**config.mk**
```make
export PLATFORM = sky130hd
export DESIGN_NAME = quad_dec
export DESIGN_NICKNAME = d
export VERILOG_FILES = /design/src/rtl/quad_dec_pkg.sv /design/src/rtl/quad_filt.sv /design/src/rtl/quad_dec.sv
export SDC_FILE = /design/constraint.sdc
export NUM_CORES = 1
export LEC_CHECK = 0
export BUFFER_PORTS_ARGS = -buffer_cell sky130_fd_sc_hd__clkbuf_2
export CORE_MARGIN = 5
export CORE_UTILIZATION = 28
export CTS_CLUSTER_SIZE = 12
export DETAILED_ROUTE_END_ITERATION = 16
export GPL_TIMING_DRIVEN = 0
export PLACE_DENSITY_LB_ADDON = 0.2
export SETUP_SLACK_MARGIN = 0.02
export SLEW_MARGIN = 20
export SYNTH_ARGS = -nofsm -noshare
export SYNTH_HDL_FRONTEND = slang
export SYNTH_SLANG_ARGS = --single-unit
```
**constraint.sdc**
```tcl
create_clock -name clk -period 3.3 [get_ports clk]
set_input_delay 0.66 -clock clk [delete_from_list [all_inputs] [get_ports clk]]
set_output_delay 0.66 -clock clk [all_outputs]
set_load 0.05 [all_outputs]
```
**src/rtl/quad_dec_pkg.sv**
```systemverilog
// Shared definitions for the quadrature decoder.
//   phase_t      : decoder phase; Pxy means the last accepted sample was {a,b}=xy
//   FILT_LEN_DEF : default stable-sample count for the optional glitch filter
//   phase_of     : maps a decoded {a,b} sample onto its phase
//   fwd_of       : forward neighbour of a phase (P00->P01->P11->P10->P00)
package quad_dec_pkg;

  typedef enum logic [2:0] {
    INIT,
    P00,
    P01,
    P11,
    P10
  } phase_t;

  localparam int FILT_LEN_DEF = 4;

  function automatic phase_t phase_of(input logic a, input logic b);
    case ({a, b})
      2'b00:   return P00;
      2'b01:   return P01;
      2'b11:   return P11;
      default: return P10;
    endcase
  endfunction

  function automatic phase_t fwd_of(input phase_t p);
    case (p)
      P00:     return P01;
      P01:     return P11;
      P11:     return P10;
      P10:     return P00;
      default: return INIT;
    endcase
  endfunction

endpackage

```
**src/rtl/quad_filt.sv**
```systemverilog
// One quadrature channel front end: two-flop synchronizer plus optional
// glitch filter (enabled by defining QUAD_DEC_FILTER_EN).
//   clk, rst : clock, synchronous active-high reset
//   d        : raw asynchronous channel input
//   q        : synchronized (and, if enabled, filtered) level
//   vld      : q holds a real input sample (not a reset value)
module quad_filt #(
  parameter int FILT_LEN = 4
) (
  input  logic clk,
  input  logic rst,
  input  logic d,
  output logic q,
  output logic vld
);

  localparam bit FILT_LEN_OK = (FILT_LEN >= 2) && (FILT_LEN <= 255);

  if (!FILT_LEN_OK) begin : g_bad_len
    $error("quad_filt: FILT_LEN out of range 2..255");
  end

  logic       s1;
  logic       s2;
  logic [1:0] fill;

  // fill tracks how many real samples have entered the synchronizer since reset.
  always_ff @(posedge clk) begin
    if (rst) begin
      s1   <= 1'b0;
      s2   <= 1'b0;
      fill <= '0;
    end else begin
      s1   <= d;
      s2   <= s1;
      fill <= {fill[0], 1'b1};
    end
  end

`ifdef QUAD_DEC_FILTER_EN
  logic       filt_q;
  logic       primed;
  logic [7:0] cnt;
  logic       flip;

  // The FILT_LEN-th consecutive differing sample is passed straight through,
  // so the decoder sees the new level in the same cycle it is accepted.
  assign flip = primed && (s2 != filt_q) && (cnt == 8'(FILT_LEN - 1));

  always_ff @(posedge clk) begin
    if (rst) begin
      filt_q <= 1'b0;
      primed <= 1'b0;
      cnt    <= '0;
    end else if (!primed) begin
      if (fill[1]) begin
        filt_q <= s2;
        primed <= 1'b1;
      end
    end else if (s2 == filt_q) begin
      cnt <= '0;
    end else if (flip) begin
      filt_q <= s2;
      cnt    <= '0;
    end else begin
      cnt <= cnt + 8'd1;
    end
  end

  assign q   = flip ? s2 : filt_q;
  assign vld = primed;
`else
  assign q   = s2;
  assign vld = fill[1];
`endif

endmodule

```
**src/rtl/quad_dec.sv**
```systemverilog
// Quadrature decoder with signed position accumulator.
//   clk, rst : clock, synchronous active-high reset
//   syn_clr  : synchronous clear of pos and err
//   a, b     : asynchronous quadrature channels
//   en       : one-cycle step pulse (counter enable)
//   up       : step direction, 1 = forward; meaningful while en=1
//   err      : sticky illegal double-bit transition flag
//   pos      : N-bit two's-complement position, wraps modulo 2^N
// Optional glitch filter on each channel: define QUAD_DEC_FILTER_EN.
module quad_dec
  import quad_dec_pkg::*;
#(
  parameter int N        = 4,
  parameter int FILT_LEN = FILT_LEN_DEF
) (
  input  logic         clk,
  input  logic         rst,
  input  logic         syn_clr,
  input  logic         a,
  input  logic         b,
  output logic         en,
  output logic         up,
  output logic         err,
  output logic [N-1:0] pos
);

  localparam logic [N-1:0] ONE = N'(1);

  logic   sa, sb, va, vb;
  phase_t state_q, state_d, smp;
  logic   step, dir, bad;

  quad_filt #(.FILT_LEN(FILT_LEN)) u_filt_a (
    .clk (clk),
    .rst (rst),
    .d   (a),
    .q   (sa),
    .vld (va)
  );

  quad_filt #(.FILT_LEN(FILT_LEN)) u_filt_b (
    .clk (clk),
    .rst (rst),
    .d   (b),
    .q   (sb),
    .vld (vb)
  );

  always_comb begin
    state_d = state_q;
    step    = 1'b0;
    dir     = 1'b0;
    bad     = 1'b0;
    smp     = phase_of(sa, sb);
    if (va && vb) begin
      if (state_q == INIT) begin
        state_d = smp;
      end else if (smp != state_q) begin
        state_d = smp;
        if (smp == fwd_of(state_q)) begin
          step = 1'b1;
          dir  = 1'b1;
        end else if (state_q == fwd_of(smp)) begin
          step = 1'b1;
        end else begin
          bad = 1'b1;
        end
      end
    end
  end

  always_ff @(posedge clk) begin
    if (rst) begin
      state_q <= INIT;
      en      <= 1'b0;
      up      <= 1'b0;
      err     <= 1'b0;
      pos     <= '0;
    end else begin
      state_q <= state_d;
      en      <= step;
      if (step) up <= dir;
      if (syn_clr) begin
        pos <= '0;
        err <= 1'b0;
      end else begin
        if (step) pos <= dir ? pos + ONE : pos - ONE;
        if (bad)  err <= 1'b1;
      end
    end
  end

endmodule

```
# Word-level counts from Yosys, hierarchy flattened
# Index checks and enable logic that the tools add are counted.
classes:
  addsub: 2
  eq_ne: 13
  mux: 29
  n_reduce_logical: 6
op_table:
  columns: ["cell", "n"]
  rows:
  - ["two-way mux 3 bit", 9]
  - ["case mux 3 bit (4 select lines)", 2]
  - ["two-way mux 1 bit", 16]
  - ["== test 3 x 2 -> 1 bit (second input constant)", 4]
  - ["case mux 3 bit (3 select lines)", 1]
  - ["== test 3 x 1 -> 1 bit (second input constant)", 2]
  - ["== test 3 bit", 2]
  - ["== test 3 bit (second input constant)", 2]
  - ["adder 4 x 1 -> 4 bit (second input constant)", 1]
  - ["two-way mux 4 bit", 1]
  - ["subtractor 4 x 1 -> 4 bit (second input constant)", 1]
  - ["zero test 3 bit", 1]
  - ["inequality test 3 bit", 1]
  - ["== test 2 x 1 -> 1 bit (second input constant)", 1]
  - ["== test 2 bit (second input constant)", 1]
  - ["zero test 2 bit", 1]
  - ["AND reduction 2 bit", 1]
  - ["nonzero test 2 bit", 1]
  - ["OR reduction 2 bit", 1]
  - ["logical AND 1 bit", 1]
totals:
  ff_bits: 18
  inputBits: 5
  out_inout_bits: 7
  word_cells: 63

# Logic depth before layout (Yosys ltp)
# Gate-level depths: netlist of run 1.
depth:
  depth_word: 17
  ltp_mapped: 12
  mapped_depth_nobuf: 12

# Hierarchy
# From an unflattened synthesis of run 1, not the netlist that was laid out.
hier_totals:
  cells_unflattened: 103
  hier_area_um2: 939.7
modules_own_cells:
  columns: ["mod", "instances", "cells_each", "area_each_um2", "seq_area_each_um2"]
  rows:
  - ["quad_dec", 1, 87, 734.5, 200.2]
  - ["quad_filt", 2, 8, 102.6, 80.1]

# Worst setup path after synthesis of run 1
# Ideal clock, no wire load.
synth_path:
  path_type: "register to register"
  startpoint: "register u_filt_b.s2 (netlist: u_filt_b.q)"
  endpoint: "register pos[3]"
  setup_time_ns: 0.072
  t_arrival_ns: 2.713
  required_time_ns: 3.228
  setup_slack_ns: 0.515
  stages_incl_launch_ff: 13
  path_buffers: 0
  synth_period_minus_slack_ns: 2.785
  cell_sequence: "dfxtp_1 > inv_1 > ha_1 > or3_1 > o22ai_2 > o22ai_2 > nand2b_1 > ha_1 > a21o_1 > a21o_1 > nand4bb_1 > mux2i_1 > mux2i_1"
synth_between:
  elab_chain_cells: 14
  word_cells_on_any_way: 26
  classes_between: "9 x eq/ne; 16 x mux; 1 x reduce/logical"
synth_lines:
  columns: ["item", "line_no", "source"]
  rows:
  - ["start, declared", "quad_filt.sv:24", "logic s2;"]
  - ["start signal, assigned", "quad_filt.sv:31", "s2 <= 1'b0;"]
  - ["start signal, assigned", "quad_filt.sv:35", "s2 <= s1;"]
  - ["== test 2 bit (tied with other cells)", "quad_dec_pkg.sv:19", "case ({a, b})"]
  - ["case mux 3 bit (3 select lines) (*)", "quad_dec_pkg.sv:19", null]
  - ["== test 3 bit (tied with other cells)", "quad_dec_pkg.sv:28", "case (p)"]
  - ["case mux 3 bit (4 select lines)", "quad_dec_pkg.sv:28", null]
  - ["two-way mux 3 bit", "quad_dec.sv:60", "if (smp == fwd_of(state_q)) begin"]
  - ["two-way mux 3 bit", "quad_dec.sv:58", "end else if (smp != state_q) begin"]
  - ["two-way mux 3 bit", "quad_dec.sv:56", "if (state_q == INIT) begin"]
  - ["two-way mux 3 bit", "quad_dec.sv:55", "if (va && vb) begin"]
  - ["== test 3 bit", "quad_dec.sv:63", "end else if (state_q == fwd_of(smp)) begin"]
  - ["two-way mux 1 bit", "quad_dec.sv:63", null]
  - ["two-way mux 1 bit", "quad_dec.sv:60", null]
  - ["two-way mux 1 bit", "quad_dec.sv:58", null]
  - ["two-way mux 1 bit", "quad_dec.sv:56", null]
  - ["two-way mux 1 bit", "quad_dec.sv:55", null]
  - ["end signal, assigned", "quad_dec.sv:87", "if (step) pos <= dir ? pos + ONE : pos - ONE;"]
  - ["end, declared", "quad_dec.sv:24", "output logic [N-1:0] pos"]
# Every way passes the cells marked *; elsewhere a longest branch is shown, timed or not. The select of a mux whose other input is x is not followed.
# A chain may end at the register's enable or synchronous reset.

# Worst setup path after layout of run 1
# Same ends and word-level chain as after synthesis.

==> impl_metrics.toml, run 1 <==
[yosys]
synthesis.instances = 95
syn_area_per_cell_sq_um = 9.69
post_synth_instance_area_sq_um = 921
synth_compound_area_frac = 0.133
yosys_warning_count = 0
synth_enable_flop_cells = 0
synth_nets = 107
yosysUniqueCellTypes = 33
synth_simple_gate_area_share = 0.202
synth-seq-cells = 16
area_share_of_xor_xnor_cells_in_the_synthesized_design = 0.0761
postSynth.asyncResetShare = 0
post_synth_mux_area_share = 0.0761
synth.yosys.seq_area_share = 0.348
yosys.area_share.adder = 0.103
synth_top_family_by_area = "simple AND/OR/NAND/NOR gates"
most_instantiated_flip_flop_cell_in_the_synthesis_netlist = "sky130_fd_sc_hd__dfxtp_1"

[sta]
timing.slew.headroom = 0.712
tightestPinTransition_ns = 0.432
hold_violations = 0
period_needed_ns = 3.05
timing.final.max_slew_violations = 0
fin_worst_skew_ns = 0.00103
clock.fmax_mhz = 328
layout_worst_path_cycle_share = 0.923
timing.final.setup_violations = 0
setup_tns_ns = 0
grt_setup_unrepaired = "false"
final.hold.worst_slack_ns = 0.445

[finish]
nNetsFinal = 123
layout-drive-gt1-share = 0.218
diodes = 0
layout.cells.most_common = "sky130_fd_sc_hd__dfxtp_1"
synthToLayoutAreaGrowth_pct = 15.9
fin_util = 0.344
finish.cell_count_without_fillers = 154
mostFrequentLayoutCells = "16 x sky130_fd_sc_hd__dfxtp_1, 11 x sky130_fd_sc_hd__clkbuf_2, 8 x sky130_fd_sc_hd__nor2_1, 7 x sky130_fd_sc_hd__nand2_1, 7 x sky130_fd_sc_hd__mux2i_1"

[placed_design]
placedCellCount = 150
numPortBuffers = 11
detailed_place_hpwl_mm = 1.25
place_congestion = 0.781

[power]
share_clk_of_total_power = 0.328
cellPowerDensity_mw_per_mm2 = 362
cell_internal_power_uw = 291
p_sw_uw = 95.9
total_design_power_uw = 387
netSwitchingFraction = 0.248
peakVddDrop_uv = 184
power.sequential.fraction = 0.522
combinational_fraction_of_design_power = 0.150
leakagePower_uw = 0.000443

[floorplanning]
design.die.area_sq_mm = 0.00454
die-width_um = 67.4
initial_core_util = 0.297
core_sq_mm = 0.00310
die_h_um = 67.4
floorplan.io_pins = 12
rows = 20

[detailed_routing]
ant_nets = 0
route.vias.total = 672
wl_per_cell_um = 10.3
aggregate_routed_wire_length_mm = 1.58
remaining_drc_errors = 0
first_iter_violations = 9
via_per_inst = 4.36
dr.pass1.iters = 4

[clock_network]
tritoncts = "done"
h-tree-depth = 1
clock_latency_ns = 0.28
cts_hold_buf = 0
post_cts_buffers = 0
cts-buffers-inserted = 3
cts_sinks = 16
worst_setup_hold_path_clk_slew_ns = 0.09
ctsRootBufferMaster = "sky130_fd_sc_hd__clkbuf_4"
post_cts_resize_count = 0
clockBufferDepth = 2

[global_route]
groute.usage.overall = 0.0831
grt_start_max_net_pins = 11
grt_antenna_before_repair = 0
grt-ovfl-total = 0
grt_pass1_wl_mm = 2.82
vias_in_the_first_global_route = 662

[critical_path]
critPathArrivalTime_ns = 3.26
timing.critical_path.slowest_stage_cell = "sky130_fd_sc_hd__dfxtp_1"
cp.required_ns = 3.52
setup.worst_path.end_class = "flop"
slowest_delay_ns = 0.40
crit_type = "flop to flop"
worst_setup_path_startpoint = "u_filt_b.q"
start_kind = "flop"
worstPathMaxFanout = 4
critical_path.cell_chain = "inv_1 -> ha_1 -> or3_1 -> o22ai_2 -> o22ai_2 -> nand2b_1 -> ha_1 -> a21o_1 -> a21o_1 -> nand4bb_1 -> mux2i_1 -> mux2i_1"
critical_path.reg2reg.startpoint = "u_filt_b.q"

[flow_run]
number_of_max_cap_violations = 0

[run_status]
status = "completed"

[worst_hold_path]
min_from = "u_filt_a.s1"
hp-class = "flop to flop"
==> synthesized netlist by cell type (all sizes together) (3+ instances only) <==
library cell,number,area share
buf,3,0.033
dfxtp,16,0.35
ha,6,0.082
inv,6,0.024
mux2i,7,0.076
nand2,7,0.029
nor2,8,0.033
nor2b,6,0.049
nor3,3,0.016
or3,3,0.020
xnor2,5,0.048
xor2,3,0.029
==> routing by layer <==
layer,part of all wire,vias up,wire length [um],track usage
met1,0.49,314,779,0.0954
met4,0.011,0,17,0.0532
met5,0,-,0,0
li1,-,351,-,-
met3,0.022,2,34,0.0200
met2,0.47,5,749,0.137
==> state kept, by name, indices dropped and copies added (netlist names) <==
signal and cells:
u_filt_b.fill 1, err 1, pos 4, u_filt_b.s1 1
u_filt_a.q 1, u_filt_b.q 1, state_q 3, en 1
up 1, u_filt_a.fill 1, u_filt_a.s1 1
==> stage by stage <==
| stage | area (sq um) | worst slack [ns] |
|---|---|---|
| 3_3_place_gp | 1030 | 0.289 |
| 4_1_cts | 1070 | 0.223 |
| 3_5_place_dp | 1030 | 0.243 |
| 5_1_grt | 1070 | 0.0500 |
| 2_1_floorplan | 921 | 0.515 |
| 6_report | 1070 | 0.253 |
==> critical path, delay by kind of cell (launching register included) <==
kind                       cells  cell delay, ns
AOI/OAI and AO/OA              4            0.70
muxes                          2            0.40
adders and majority gates      2            0.64
DFF                            1            0.40
and+or+nand+nor                3            0.77
buffers and inverters          1            0.08
==> cell families (layout without fill, tap and decap cells) <==
group	after synthesis	count (layout)
multiplexers	7	7
AND/OR/NAND/NOR	34	34
buffers and inverters	10	25
flip-flops	16	16
AO/OA/AOI/OAI	13	13
adder cells (fa/ha/maj)	7	7
XOR/XNOR	8	8
==> layout make-up <==
| type | instances | area, sq um |
|---|---|---|
| Buffer | 4 | 33.8 |
| Clock buffer | 4 | 36.3 |
| Fill cell | 347 | 2040 |
| Inverter | 6 | 22.5 |
| Multi-Input combinational cell | 69 | 544 |
| Sequential cell | 16 | 320 |
| Tap cell | 44 | 55.1 |
| Timing Repair Buffer | 11 | 55.1 |
==> power groups by stage <==
stage	clock, uW	combinational [uW]	sequential, uW
4_1_cts	137	58.8	202
6_report	127	58.0	202
3_3_place_gp	0	57.5	206
5_1_grt	148	65.5	203
3_5_place_dp	0	58.4	207
2_1_floorplan	0	45.0	208
==> final timing paths <==
| path | slack, ns | depth (start not counted) | end |
|---|---|---|---|
| max | 0.25 | 12 | pos[3] |
| max reg2reg | 0.25 | 12 | pos[3] |
| min reg2reg | 0.45 | 1 | u_filt_a.q |
| min | 0.45 | 1 | u_filt_a.q |
Power figures use the tool's default switching activity.
==> run 2, diff against run 1 <==
Settings changed: REMOVE_ABC_BUFFERS set to 1.
==> impl_metrics.toml, run 2 (same netlist as run 1, synthesis figures left out) <==
[sta]
fin_worst_skew_ns = 0.00199
timing.final.setup_violations = 0
hold_violations = 0
grt_setup_unrepaired = "false"
tightestPinTransition_ns = 0.472
timing.final.max_slew_violations = 0
clock.fmax_mhz = 329
setup_tns_ns = 0
timing.slew.headroom = 0.685
layout_worst_path_cycle_share = 0.921
period_needed_ns = 3.04

[finish]
mostFrequentLayoutCells = "16 x sky130_fd_sc_hd__dfxtp_1, 11 x sky130_fd_sc_hd__clkbuf_2, 8 x sky130_fd_sc_hd__nor2_1, 7 x sky130_fd_sc_hd__nand2_1, 7 x sky130_fd_sc_hd__mux2i_1"
largest_reg_flops = 4
synthToLayoutAreaGrowth_pct = 12.2
diodes = 0
layout-drive-gt1-share = 0.198
layout.cells.most_common = "sky130_fd_sc_hd__dfxtp_1"
fillCellCount = 345
finish.cell_count_without_fillers = 150
nNetsFinal = 119
regMostFlops = "pos"
biggestRegsByFlops = "pos: 4 flops, state_q: 3 flops"

[power]
combinational_fraction_of_design_power = 0.134
cellPowerDensity_mw_per_mm2 = 375
leakagePower_uw = 0.000424
netSwitchingFraction = 0.257
peakVddDrop_uv = 249
p_sw_uw = 99.9
share_clk_of_total_power = 0.337
power.sequential.fraction = 0.529
cell_internal_power_uw = 288

[clock_network]
post_cts_resize_count = 0
ctsRootBufferMaster = "sky130_fd_sc_hd__clkbuf_4"
post_cts_buffers = 0
clock_latency_ns = 0.28
cts-buffers-inserted = 3
tritoncts = "done"
h-tree-depth = 1
cts_hold_buf = 0
cts_sinks = 16
worst_setup_hold_path_clk_slew_ns = 0.10
clockBufferDepth = 2

[worst_hold_path]
hp-class = "flop to flop"

[placed_design]
detailed_place_hpwl_mm = 1.25
placedCellCount = 146
numPortBuffers = 11
place_congestion = 0.765

[detailed_routing]
aggregate_routed_wire_length_mm = 1.66
wl_per_cell_um = 11.0
ant_nets = 0
dr.pass1.iters = 3
route.vias.total = 630
first_iter_violations = 18
via_per_inst = 4.20
remaining_drc_errors = 0

[floorplanning]
rows = 20
die-width_um = 67.4
core_sq_mm = 0.00310
floorplan.io_pins = 12
design.die.area_sq_mm = 0.00454
initial_core_util = 0.297
die_h_um = 67.4

[global_route]
grt-ovfl-total = 0
vias_in_the_first_global_route = 681
grt_start_max_net_pins = 15
grt_antenna_before_repair = 0
grt_pass1_wl_mm = 3.05
groute.usage.overall = 0.0887

[critical_path]
cp.required_ns = 3.52
critPathArrivalTime_ns = 3.26
crit_type = "flop to flop"
setup.worst_path.end_class = "flop"
worstPathMaxFanout = 4
start_kind = "flop"

[flow_run]
number_of_max_cap_violations = 0

[run_status]
status = "completed"
==> run 2: cell count changes in the layout (fill, tap and decap cells not counted) <==
| cell | before | now |
|---|---|---|
| sky130_fd_sc_hd__buf_6 | 2 | 0 |
| sky130_fd_sc_hd__buf_4 | 1 | 0 |
| sky130_fd_sc_hd__clkbuf_1 | 1 | 0 |
==> run 2: final cells by class <==
cell class | instances | area [sq um] | area share
clock buffers | 4 | 36.3 | 0.0351
repair buffers | 11 | 55.1 | 0.0533
inverters | 6 | 22.5 | 0.0218
flip-flops and latches | 16 | 320 | 0.310
well taps | 44 | 55.1 | 0.0533
multi-input cells | 69 | 544 | 0.527
==> run 2: path summary, 6_finish.rpt <==
| check | startpoint | to | slack [ns] | cells after the start |
|---|---|---|---|---|
| hold reg to reg | u_filt_a.fill[0] | u_filt_b.fill[1] | 0.45 | 1 |
| setup / recovery | u_filt_b.q | pos[3] | 0.26 | 12 |
| setup reg to reg | u_filt_b.q | pos[3] | 0.26 | 12 |
| hold / removal | u_filt_a.fill[0] | u_filt_b.fill[1] | 0.45 | 1 |
==> run 2: power by group through the flow <==
stage	clock (uW)	sequential [uW]	combinational, uW
6_report	131	205	52.1
5_1_grt	144	206	58.9
4_1_cts	134	205	53.0
3_5_place_dp	0	210	52.8
3_3_place_gp	0	209	51.7
2_1_floorplan	0	210	38.6
==> run 2: per-layer routing <==
| layer | GRT usage | routed length [um] |
|---|---|---|
| met2 | 0.134 | 669 |
| met3 | 0.0200 | 41 |
| met5 | 0 | 0 |
| met1 | 0.123 | 934 |
| met4 | 0.0304 | 11 |
==> run 2: critical path, cell delays in order, from the launching register on <==
cell                        delay [ns]
sky130_fd_sc_hd__dfxtp_1          0.40
sky130_fd_sc_hd__inv_1            0.08
sky130_fd_sc_hd__ha_1             0.34
sky130_fd_sc_hd__or3_1            0.34
sky130_fd_sc_hd__o22ai_2          0.16
sky130_fd_sc_hd__o22ai_2          0.15
sky130_fd_sc_hd__nand2b_1         0.24
sky130_fd_sc_hd__ha_1             0.31
sky130_fd_sc_hd__a21o_1           0.18
sky130_fd_sc_hd__a21o_1           0.18
sky130_fd_sc_hd__nand4bb_1        0.18
sky130_fd_sc_hd__mux2i_1          0.20
sky130_fd_sc_hd__mux2i_1          0.20
==> run 2: per-stage QoR <==
step	hold WS [ns]	area [sq um]	utilization	worst slack, ns	total power [uW]
2_1_floorplan	0.414	887	-	0.515	249
3_3_place_gp	0.420	997	0.321	0.291	261
3_5_place_dp	0.426	997	0.321	0.258	262
4_1_cts	0.450	1030	0.333	0.217	392
5_1_grt	0.473	1030	0.333	0.0278	410
6_report	0.446	1030	0.333	0.262	388
==> run 3, diff against run 2 <==
Settings changed: CORE_UTILIZATION 28 to 41, SLEW_MARGIN 20 to 0.
==> impl_metrics.toml, run 3 (same netlist as run 1, synthesis figures left out) <==
[finish]
nNetsFinal = 119
largest_reg_flops = 4
mostFrequentLayoutCells = "16 x sky130_fd_sc_hd__dfxtp_1, 11 x sky130_fd_sc_hd__clkbuf_2, 8 x sky130_fd_sc_hd__nor2_1, 7 x sky130_fd_sc_hd__nand2_1, 7 x sky130_fd_sc_hd__mux2i_1"
diodes = 0
fin_util = 0.467
biggestRegsByFlops = "pos: 4 flops, state_q: 3 flops"
regMostFlops = "pos"
finalInstanceArea_sq_mm = 0.00101
layout-drive-gt1-share = 0.198
fillCellCount = 244
synthToLayoutAreaGrowth_pct = 10.1
layout.cells.most_common = "sky130_fd_sc_hd__dfxtp_1"

[power]
power.sequential.fraction = 0.530
peakVddDrop_uv = 245
cell_internal_power_uw = 288
leakagePower_uw = 0.000424
netSwitchingFraction = 0.254
share_clk_of_total_power = 0.335
cellPowerDensity_mw_per_mm2 = 381
p_sw_uw = 98.2
combinational_fraction_of_design_power = 0.135

[detailed_routing]
dr.pass1.iters = 4
aggregate_routed_wire_length_mm = 1.52
remaining_drc_errors = 0
ant_nets = 0
wl_per_cell_um = 11.3
first_iter_violations = 3
via_per_inst = 4.78
route.vias.total = 640

[critical_path]
start_kind = "flop"
cp.required_ns = 3.52
cpLargestDelayFamily = "simple AND/OR/NAND/NOR gates"
cp_num_buf_inv = 1
crit_type = "flop to flop"
timing.critical_path.slowest_stage_cell = "sky130_fd_sc_hd__dfxtp_1"
critPathArrivalTime_ns = 3.23
setup.worst_path.end_class = "flop"
critical_path.cell_chain = "inv_1 -> ha_1 -> or3_1 -> o22ai_2 -> o22ai_2 -> nand2b_1 -> ha_1 -> a21o_1 -> a21o_1 -> nand4bb_1 -> mux2i_1 -> mux2i_1"
worstPathMaxFanout = 4
reg2reg_slack_ns = 0.29
slowest_delay_ns = 0.40

[sta]
tightestPinTransition_ns = 0.467
grt_setup_unrepaired = "false"
setup_tns_ns = 0
timing.final.setup_violations = 0
fin_worst_skew_ns = 0.00682
final.hold.worst_slack_ns = 0.442
timing.final.max_slew_violations = 0
clock.fmax_mhz = 333
timing.slew.headroom = 0.688
layout_worst_path_cycle_share = 0.911
hold_violations = 0
final.setup.worst_slack_ns = 0.293
period_needed_ns = 3.01

[flow_run]
number_of_max_cap_violations = 0

[clock_network]
tritoncts = "done"
cts_sinks = 16
post_cts_resize_count = 0
clockBufferDepth = 2
h-tree-depth = 1
clock_latency_ns = 0.29
ctsRootBufferMaster = "sky130_fd_sc_hd__clkbuf_4"
cts_hold_buf = 0
worst_setup_hold_path_clk_slew_ns = 0.10
post_cts_buffers = 0
cts-buffers-inserted = 3

[global_route]
grt_start_max_net_pins = 15
grt-ovfl-total = 0
grt_antenna_before_repair = 0
vias_in_the_first_global_route = 598
grt_pass1_wl_mm = 2.64
groute.usage.overall = 0.104

[placed_design]
numPortBuffers = 11
place_congestion = 0.771
detailed_place_hpwl_mm = 1.16
dpl_cell_area_sq_um = 977
pre_cts_ws_ns = 0.258

[floorplanning]
die_h_um = 57.4
die-width_um = 57.4
initial_core_util = 0.424
core_sq_mm = 0.00217
design.die.area_sq_mm = 0.00329
floorplan.io_pins = 12
rows = 17

[worst_hold_path]
hp-class = "flop to flop"

[run_status]
status = "completed"
[run 3: final cells by class]
type                    count  area [sq um]  share of cell area
well taps                  28          35.0              0.0346
clock buffers               4          36.3              0.0358
repair buffers             11          55.1              0.0543
flip-flops and latches     16           320               0.316
multi-input cells          69           544               0.537
inverters                   6          22.5              0.0222
[run 3: metrics by stage]
stage                     power [uW]  cells
after global placement           260    130
after detailed placement         262    130
after CTS                        394    134
final                            386    134
after floorplan                  249     91
after global routing             411    134
[run 3: worst reg2reg max path, stage by stage (launching register included)]
cell and delay, ns:
sky130_fd_sc_hd__dfxtp_1 0.40, sky130_fd_sc_hd__inv_1 0.08, sky130_fd_sc_hd__ha_1 0.33, sky130_fd_sc_hd__or3_1 0.34
sky130_fd_sc_hd__o22ai_2 0.16, sky130_fd_sc_hd__o22ai_2 0.15, sky130_fd_sc_hd__nand2b_1 0.24, sky130_fd_sc_hd__ha_1 0.30
sky130_fd_sc_hd__a21o_1 0.17, sky130_fd_sc_hd__a21o_1 0.18, sky130_fd_sc_hd__nand4bb_1 0.17, sky130_fd_sc_hd__mux2i_1 0.21
sky130_fd_sc_hd__mux2i_1 0.21
[run 3: final timing paths]
| path | cells after the start | endpoint | from |
|---|---|---|---|
| hold / removal | 1 | u_filt_a.q | u_filt_a.s1 |
| hold reg to reg | 1 | u_filt_a.q | u_filt_a.s1 |
| setup / recovery | 12 | pos[3] | u_filt_b.q |
| setup reg to reg | 12 | pos[3] | u_filt_b.q |
[run 3: layer usage]
layer,global-route usage,up-vias,part of all wire
met1,0.144,290,0.54
met4,0.0596,0,0.0046
met3,0.0294,2,0.033
met5,0,-,0
li1,-,341,-
met2,0.140,7,0.43
[run 3: power groups by stage]
stage,logic (uW),registers [uW],clock network [uW]
3_5_place_dp,52.3,209,0
6_report,52.1,205,129
2_1_floorplan,38.6,210,0
4_1_cts,52.6,205,137
5_1_grt,58.6,206,147
3_3_place_gp,51.1,209,0
